File: src/rtl/exc_ctrl_pkg.sv
// ============================================================================
// exc_ctrl_pkg : shared types and cause codes for the LEGv8 exception block
// Rev 1.0
// ============================================================================
`default_nettype none

package exc_ctrl_pkg;

   localparam int ESTATUS_W = 4;
   localparam int NSRC_MAX  = 14;

   localparam logic [ESTATUS_W-1:0] ESTATUS_NONE     = 4'h0;
   localparam logic [ESTATUS_W-1:0] ESTATUS_IOPC     = 4'h1;
   localparam logic [ESTATUS_W-1:0] ESTATUS_IRQ_BASE = 4'h2;

   typedef enum logic [1:0] {
      IDLE    = 2'd0,
      REQ     = 2'd1,
      SERVICE = 2'd2
   } state_e;

   // A single-source encoder still needs a one-bit index.
   function automatic int idx_width(input int n);
      return (n > 1) ? $clog2(n) : 1;
   endfunction

endpackage

`default_nettype wire

File: src/rtl/exc_prio_enc.sv
// ============================================================================
// exc_prio_enc : lowest-index-first priority encoder (valid + index)
// Rev 1.0
// ============================================================================
`default_nettype none

module exc_prio_enc
   import exc_ctrl_pkg::*;
#(
   parameter int N     = 4,
   parameter int IDX_W = idx_width(N)
) (
   input  logic [N-1:0]     req_i,
   output logic             valid_o,
   output logic [IDX_W-1:0] index_o
);

   // Scan downward so the lowest set index is the last one written.
   always_comb begin
      valid_o = 1'b0;
      index_o = '0;
      for (int i = N - 1; i >= 0; i--) begin
         if (req_i[i]) begin
            valid_o = 1'b1;
            index_o = IDX_W'(i);
         end
      end
   end

endmodule

`default_nettype wire

File: src/rtl/exc_controller.sv
// ============================================================================
// exc_controller : exception/interrupt requester for the LEGv8 core
// (Exc/EStatus/ExcAck/ERet handshake). Optional macro: EXC_IRQ_MASK_EN.
// Rev 1.0
// ============================================================================
`default_nettype none

module exc_controller
   import exc_ctrl_pkg::*;
#(
   parameter int NSRC = 4
) (
   input  logic                 clk,
   input  logic                 reset,
   input  logic [NSRC-1:0]      irq,
`ifdef EXC_IRQ_MASK_EN
   input  logic [NSRC-1:0]      irq_mask,
`endif
   input  logic                 invalid_op,
   input  logic                 ExcAck,
   input  logic                 ERet,
   output logic                 Exc,
   output logic [ESTATUS_W-1:0] EStatus,
   output logic                 in_service,
   output logic [NSRC-1:0]      pending,
   output logic                 double_fault
);

   localparam int IDX_W = idx_width(NSRC);

   state_e                 state_q, state_d;
   logic [ESTATUS_W-1:0]   estatus_q, estatus_d;
   logic [NSRC-1:0]        irq_q;
   logic [NSRC-1:0]        pending_q, pending_d;
   logic                   dfault_q, dfault_d;

   logic [NSRC-1:0]        w_edge;
   logic [NSRC-1:0]        w_eligible;
   logic [NSRC-1:0]        w_clr;
   logic                   w_sel_valid;
   logic [IDX_W-1:0]       w_sel_idx;

   assign w_edge = irq & ~irq_q;

`ifdef EXC_IRQ_MASK_EN
   assign w_eligible = pending_q & ~irq_mask;
`else
   assign w_eligible = pending_q;
`endif

   exc_prio_enc #(
      .N     (NSRC),
      .IDX_W (IDX_W)
   ) u_prio (
      .req_i   (w_eligible),
      .valid_o (w_sel_valid),
      .index_o (w_sel_idx)
   );

   always_comb begin
      state_d   = state_q;
      estatus_d = estatus_q;
      dfault_d  = dfault_q;
      w_clr     = '0;

      case (state_q)
         IDLE: begin
            if (invalid_op) begin
               state_d   = REQ;
               estatus_d = ESTATUS_IOPC;
            end else if (w_sel_valid) begin
               state_d   = REQ;
               estatus_d = ESTATUS_IRQ_BASE + ESTATUS_W'(w_sel_idx);
               for (int i = 0; i < NSRC; i++) begin
                  w_clr[i] = (w_sel_idx == IDX_W'(i));
               end
            end
         end
         REQ: begin
            if (ExcAck) begin
               state_d = SERVICE;
            end
            if (invalid_op) begin
               dfault_d = 1'b1;
            end
         end
         SERVICE: begin
            if (ERet) begin
               state_d   = IDLE;
               estatus_d = ESTATUS_NONE;
            end
            if (invalid_op) begin
               dfault_d = 1'b1;
            end
         end
         default: begin
            state_d   = IDLE;
            estatus_d = ESTATUS_NONE;
         end
      endcase

      // A fresh edge re-arms a source even if it was taken this cycle.
      pending_d = (pending_q & ~w_clr) | w_edge;
   end

   always_ff @(posedge clk) begin
      if (reset) begin
         state_q   <= IDLE;
         estatus_q <= ESTATUS_NONE;
         pending_q <= '0;
         dfault_q  <= 1'b0;
         irq_q     <= irq;
      end else begin
         state_q   <= state_d;
         estatus_q <= estatus_d;
         pending_q <= pending_d;
         dfault_q  <= dfault_d;
         irq_q     <= irq;
      end
   end

   assign Exc          = (state_q == REQ);
   assign in_service   = (state_q == SERVICE);
   assign EStatus      = estatus_q;
   assign pending      = pending_q;
   assign double_fault = dfault_q;

endmodule

`default_nettype wire

File: config.mk
export PLATFORM = sky130hd
export DESIGN_NAME = exc_controller
export DESIGN_NICKNAME = d
export VERILOG_FILES = /design/src/rtl/exc_ctrl_pkg.sv /design/src/rtl/exc_prio_enc.sv /design/src/rtl/exc_controller.sv
export SDC_FILE = /design/constraint.sdc
export NUM_CORES = 1
export LEC_CHECK = 0
export BUFFER_PORTS_ARGS = -buffer_cell sky130_fd_sc_hd__buf_2
export CORE_ASPECT_RATIO = 0.9
export CORE_MARGIN = 5
export CORE_UTILIZATION = 43
export CTS_BUF_LIST = sky130_fd_sc_hd__clkbuf_4 sky130_fd_sc_hd__clkbuf_8
export CTS_CLUSTER_DIAMETER = 200
export DETAILED_ROUTE_END_ITERATION = 8
export PLACE_DENSITY = 0.69
export SLEW_MARGIN = 20
export SYNTH_ARGS = -nofsm -noshare
export SYNTH_HDL_FRONTEND = slang
export SYNTH_HIERARCHICAL = 1
export SYNTH_SLANG_ARGS = --single-unit
File: constraint.sdc
create_clock -name clk -period 2.1 [get_ports clk]
set_clock_uncertainty 0.15 [all_clocks]
set_input_delay 0.105 -clock clk [delete_from_list [all_inputs] [get_ports clk]]
set_output_delay 0.105 -clock clk [all_outputs]
set_load 0.02 [all_outputs]
# After elaboration in Yosys (flattened, before gate mapping)
# Index checks and enable logic that the tools add are counted.
# word_totals
inputBits	9
elab_cells	46
register_bits	15
# op_classes
n_mux	20
n_reduce_logical	6
bitwise_logic	6
n_eq_ne	8
add_sub_neg	1
# op_table
op	n
4-bit two-way mux	6
2-bit two-way mux	8
4-bit one-hot mux with 3 select lines	1
4-bit AND	2
4-bit NOT	2
2-bit equality test, second input constant	3
2-bit one-hot mux with 3 select lines	1
3-bit AND reduction	2
2-bit by 1-bit equality test with 1-bit output, second input constant	2
2-bit zero test	2
1-bit two-way mux	4
2-bit != test, second input constant	2
4-bit bitwise OR	1
2-bit by 2-bit adder with 3-bit output, first input constant	1
3-bit by 2-bit != test with 1-bit output, second input constant	1
2-bit AND reduction	1
2-bit OR reduction	1
1-bit NOT	1

# Longest topological paths before layout
# logic_depth
word_depth	11
depth_mapped	5

# By module
# Netlist, hierarchy kept.
# modules_own_cells
mod	area_each_um2	cells_each	n_inst	seq_area_each_um2
exc_controller	596.8	60	1	280.3
exc_prio_enc	35.0	7	1	0.0

# Worst setup path after synthesis
# No wires, ideal clock.
# synth_path
path_kind	register to register
start	reg state_q[0]
end	reg estatus_q[2] (netlist: EStatus[2])
path_stages_with_launch	6
t_required_ns	1.854
slack_ns	0.391
t_arrival_ns	1.464
setup_time_ns	0.096
path_cell_list	dfxtp_1 -> inv_1 -> ha_1 -> and2b_4 -> or3_4 -> o41ai_2
# synth_between
elab_chain_cells	3
# synth_lines
item	line	source
from (decl)	exc_controller.sv:31	state_e state_q, state_d;
from (signal assigned)	exc_controller.sv:114	state_q <= state_d;
2-bit equality test *	n/a	
via in_service	exc_controller.sv:24	output logic in_service,
2-bit != test (no line)	n/a	
3-bit AND reduction (no line)	n/a	
to (signal assigned)	exc_controller.sv:115	estatus_q <= estatus_d;
to (decl)	exc_controller.sv:32	logic [ESTATUS_W-1:0] estatus_q, estatus_d;
# The timed path passes the listed nets; every way through them passes the cells marked *.
# A chain may end at the register's enable or synchronous reset.

# Worst setup path in the final report
# layout_path
start	reg state_q[0]
end	reg estatus_q[2] (netlist: EStatus[2])
# layout_between
elab_chain_cells	3
# layout_lines
item	line	source
2-bit equality test, or another cell as far along	exc_controller.sv:66	case (state_q)
2-bit != test (no line), or another cell as far along	n/a	
3-bit AND reduction (no line)	n/a	
# Several ways; a longest one is shown, not always the timed one.

==> metrics.md <==
| Metric | Value |
|---|---|
| Status | completed |
| Worst EP required | 2140 ps |
| PostCTS Resize Cnt | 0 |
| CP Max Fanout | 6 |
| Worst path slowest cell | or3_4 |
| Clock sink count | 14 |
| Syn_area_per_cell | 9.431 um2 |
| Hpwl dp | 980.4 um |
| Share of cells above drive strength 1 | 0.2903 |
| Mapped cell area | 631.9 um2 |
| Vias in the first global route | 544 |
| Synth unique cells | 26 |
| Drt via density | ~5.3 |
| Root buffer cell | clkbuf_4 |
| Fmax achieved | ~0.56 GHz |
| CP arrival | 1840 ps |
| VDD IR max | about 0.51 mV |
| Full die area | 0.002337 mm2 |
| Max Cap Violations | 0 |
| PwrDens | 1006 mW/mm2 |
| 1st-iter DRT viols | 12 |
| Most common cell after layout, fill and taps aside | buf_2 |
| Setup TNS | 0 ps |
| RSZ-0062 raised after global routing | no |
| CTS Hold Bufs | 6 |
| Crit-path max cell delay | a little under 400 ps |
| Wirelength per Cell | 12.15 um |
| CTS Buffer Depth | 2 |
| Total gr overflow | 0 |
| Hold Fails Final Rpt | 0 |
| Final setup viols | 0 |
| Initial antenna violation count | 0 |
| Worst setup SP type | flop |
| Core Rows | 13 |
| Clock Latency Late Sink | 280 ps |
| Port bufs | 18 |
| #FFs+latches synth | 14 |
| Nets@finish | 106 |
| DRC viols | 0 |
| Vias | 576 |
| Synthesis-to-layout area growth | 30.69% |
| Post-Synthesis Cells | 67 |
| ANT nets after route | 0 |
| IO Pins | 20 |
| Die Y | about 46 um |
| CP Capture Type | flop |
| H-tree levels | 1 |
| Final Slew Violations | 0 |
| Layout Utilization | 0.5836 |
| Total Routing Usage GR | 0.1356 |
| Leak pwr | 0.3845 nW |
| Diode count | 0 |
| Post-Syn Nets | 79 |
| Fin crit share | 0.8525 |
| Pin count of the biggest net entering global routing | 9 |
| First-pass GRT wire length | 2.304 mm |
| Initial Utilization | 0.4465 |
| Clock transition at path regs | 90 ps |
| CTS tree | done |
| Total Wirelength | 1.312 mm |
| Gp weighted congestion | 0.7321 |
| First-pass DRT Iterations | 4 |
| Sequential share of the synthesized area | 0.4436 |
| Crit-path cells | inv_1 > ha_1 > nor3b_2 > or3_4 > o41ai_2 |
| Most frequent cells in the layout | buf_2 (18), dfxtp_1 (14), inv_1 (6), dlygate4sd3_1 (6) |
| Post-CTS setup buffer count | 0 |
| Number of buffers created by CTS | 3 |
| Kind of critical path | reg -> reg |
| Core area | 0.001415 mm2 |
| Min Tclk post-route | 1790 ps |
| Hold WC Path Type | in -> reg |
| Die W | around 50 um |
| Yosys warnings | 6 |
[per-layer routing]
| layer | part of all wire | wire (um) | track usage |
|---|---|---|---|
| met1 | 0.45 | 587 | 0.1537 |
| met2 | 0.47 | 620 | 0.2206 |
| met3 | 0.069 | 91 | 0.07120 |
| met4 | 0.0091 | 12 | 0.04592 |
| met5 | 0 | 0 | 0 |
[worst max-delay path, delay by kind of cell, from the launching register on]
family	cells	cell delay, ps
adder cells (fa/ha/maj)	1	260
buffers and inverters	1	70
flip-flops	1	360
AND/OR/NAND/NOR	2	600
AO/OA/AOI/OAI	1	260
[metrics by stage]
stage                     hold slack (ps)  instance area (um2)  cells  setup slack, ps  total power [W]
after floorplan                    -17.28                631.9     67            390.6        0.0005572
after global placement              72.33                729.5     98            372.5        0.0006295
after detailed placement            76.09                729.5     98            329.2        0.0006343
after CTS                           150.2                825.8    108            311.3        0.0008382
after global routing                149.5                825.8    108            194.7        0.0008937
final                               150.2                825.8    108            309.7        0.0008305
[cell type report]
class / instances / area (um2)
Clock buffer: 4 / 36.28
Sequential cell: 14 / 280.3
Inverter: 6 / 22.52
Timing Repair Buffer: 24 / 150.1
Fill cell: 134 / 589.3
Multi-Input combinational cell: 45 / 317.8
Tap cell: 15 / 18.77
[kinds of logic (layout without fill, tap and decap cells)]
kind of cell | count (synthesis) | after routing | share of synthesized area
and+or+nand+nor | 21 | 21 | 0.2178
AOI/OAI and AO/OA | 20 | 20 | 0.2198
DFF | 14 | 14 | 0.4436
buffers and inverters | 8 | 34 | 0.05346
adders and majority gates | 3 | 3 | 0.05941
other | 1 | 1 | 0.005935
[flip-flops by register name (all words and copies together), names as in the netlist]
| register | count |
|---|---|
| EStatus | 3 |
| state_q | 2 |
| double_fault | 1 |
| pending | 4 |
| irq_q | 4 |
[synth_stat cells (all sizes together)]
| cell type | n | area (um2) |
|---|---|---|
| nand4b | 1 | 8.760 |
| inv | 6 | 22.52 |
| o311ai | 3 | 26.28 |
| dfxtp | 14 | 280.3 |
| nor3 | 2 | 10.01 |
| conb | 1 | 3.750 |
| nor2b | 1 | 6.260 |
| nand2 | 2 | 7.510 |
| clkbuf | 1 | 3.750 |
| nand4bb | 1 | 11.26 |
| or3 | 1 | 11.26 |
| and3 | 1 | 6.260 |
| a21oi | 6 | 33.78 |
| nor2 | 4 | 15.01 |
| o21ai | 6 | 30.02 |
| ha | 3 | 37.54 |
| or4 | 1 | 7.510 |
| nor3b | 1 | 12.51 |
| nand2b | 5 | 31.28 |
| buf | 1 | 7.510 |
| o31ai | 3 | 22.52 |
| o21ba | 1 | 10.01 |
| and2b | 1 | 10.01 |
| o41ai | 1 | 16.27 |
[where the power goes]
part / switching (W) / internal (W) / total, W
clock: 0.0000878 / 0.000105 / 0.000193
combinational: 0.000178 / 0.000128 / 0.000307
sequential: 0.0000239 / 0.000307 / 0.000331
total: 0.000290 / 0.000540 / 0.000830
[path summary, 6_finish.rpt]
path	startpoint	end	slack (ps)	depth (start not counted)
max	state_q[0]	EStatus[2]	310	5
min	ExcAck	state_q[0]	150	4
min reg2reg	EStatus[1]	EStatus[1]	330	2
max reg2reg	state_q[0]	EStatus[2]	310	5
No activity file was read; power rests on OpenSTA's default activity.
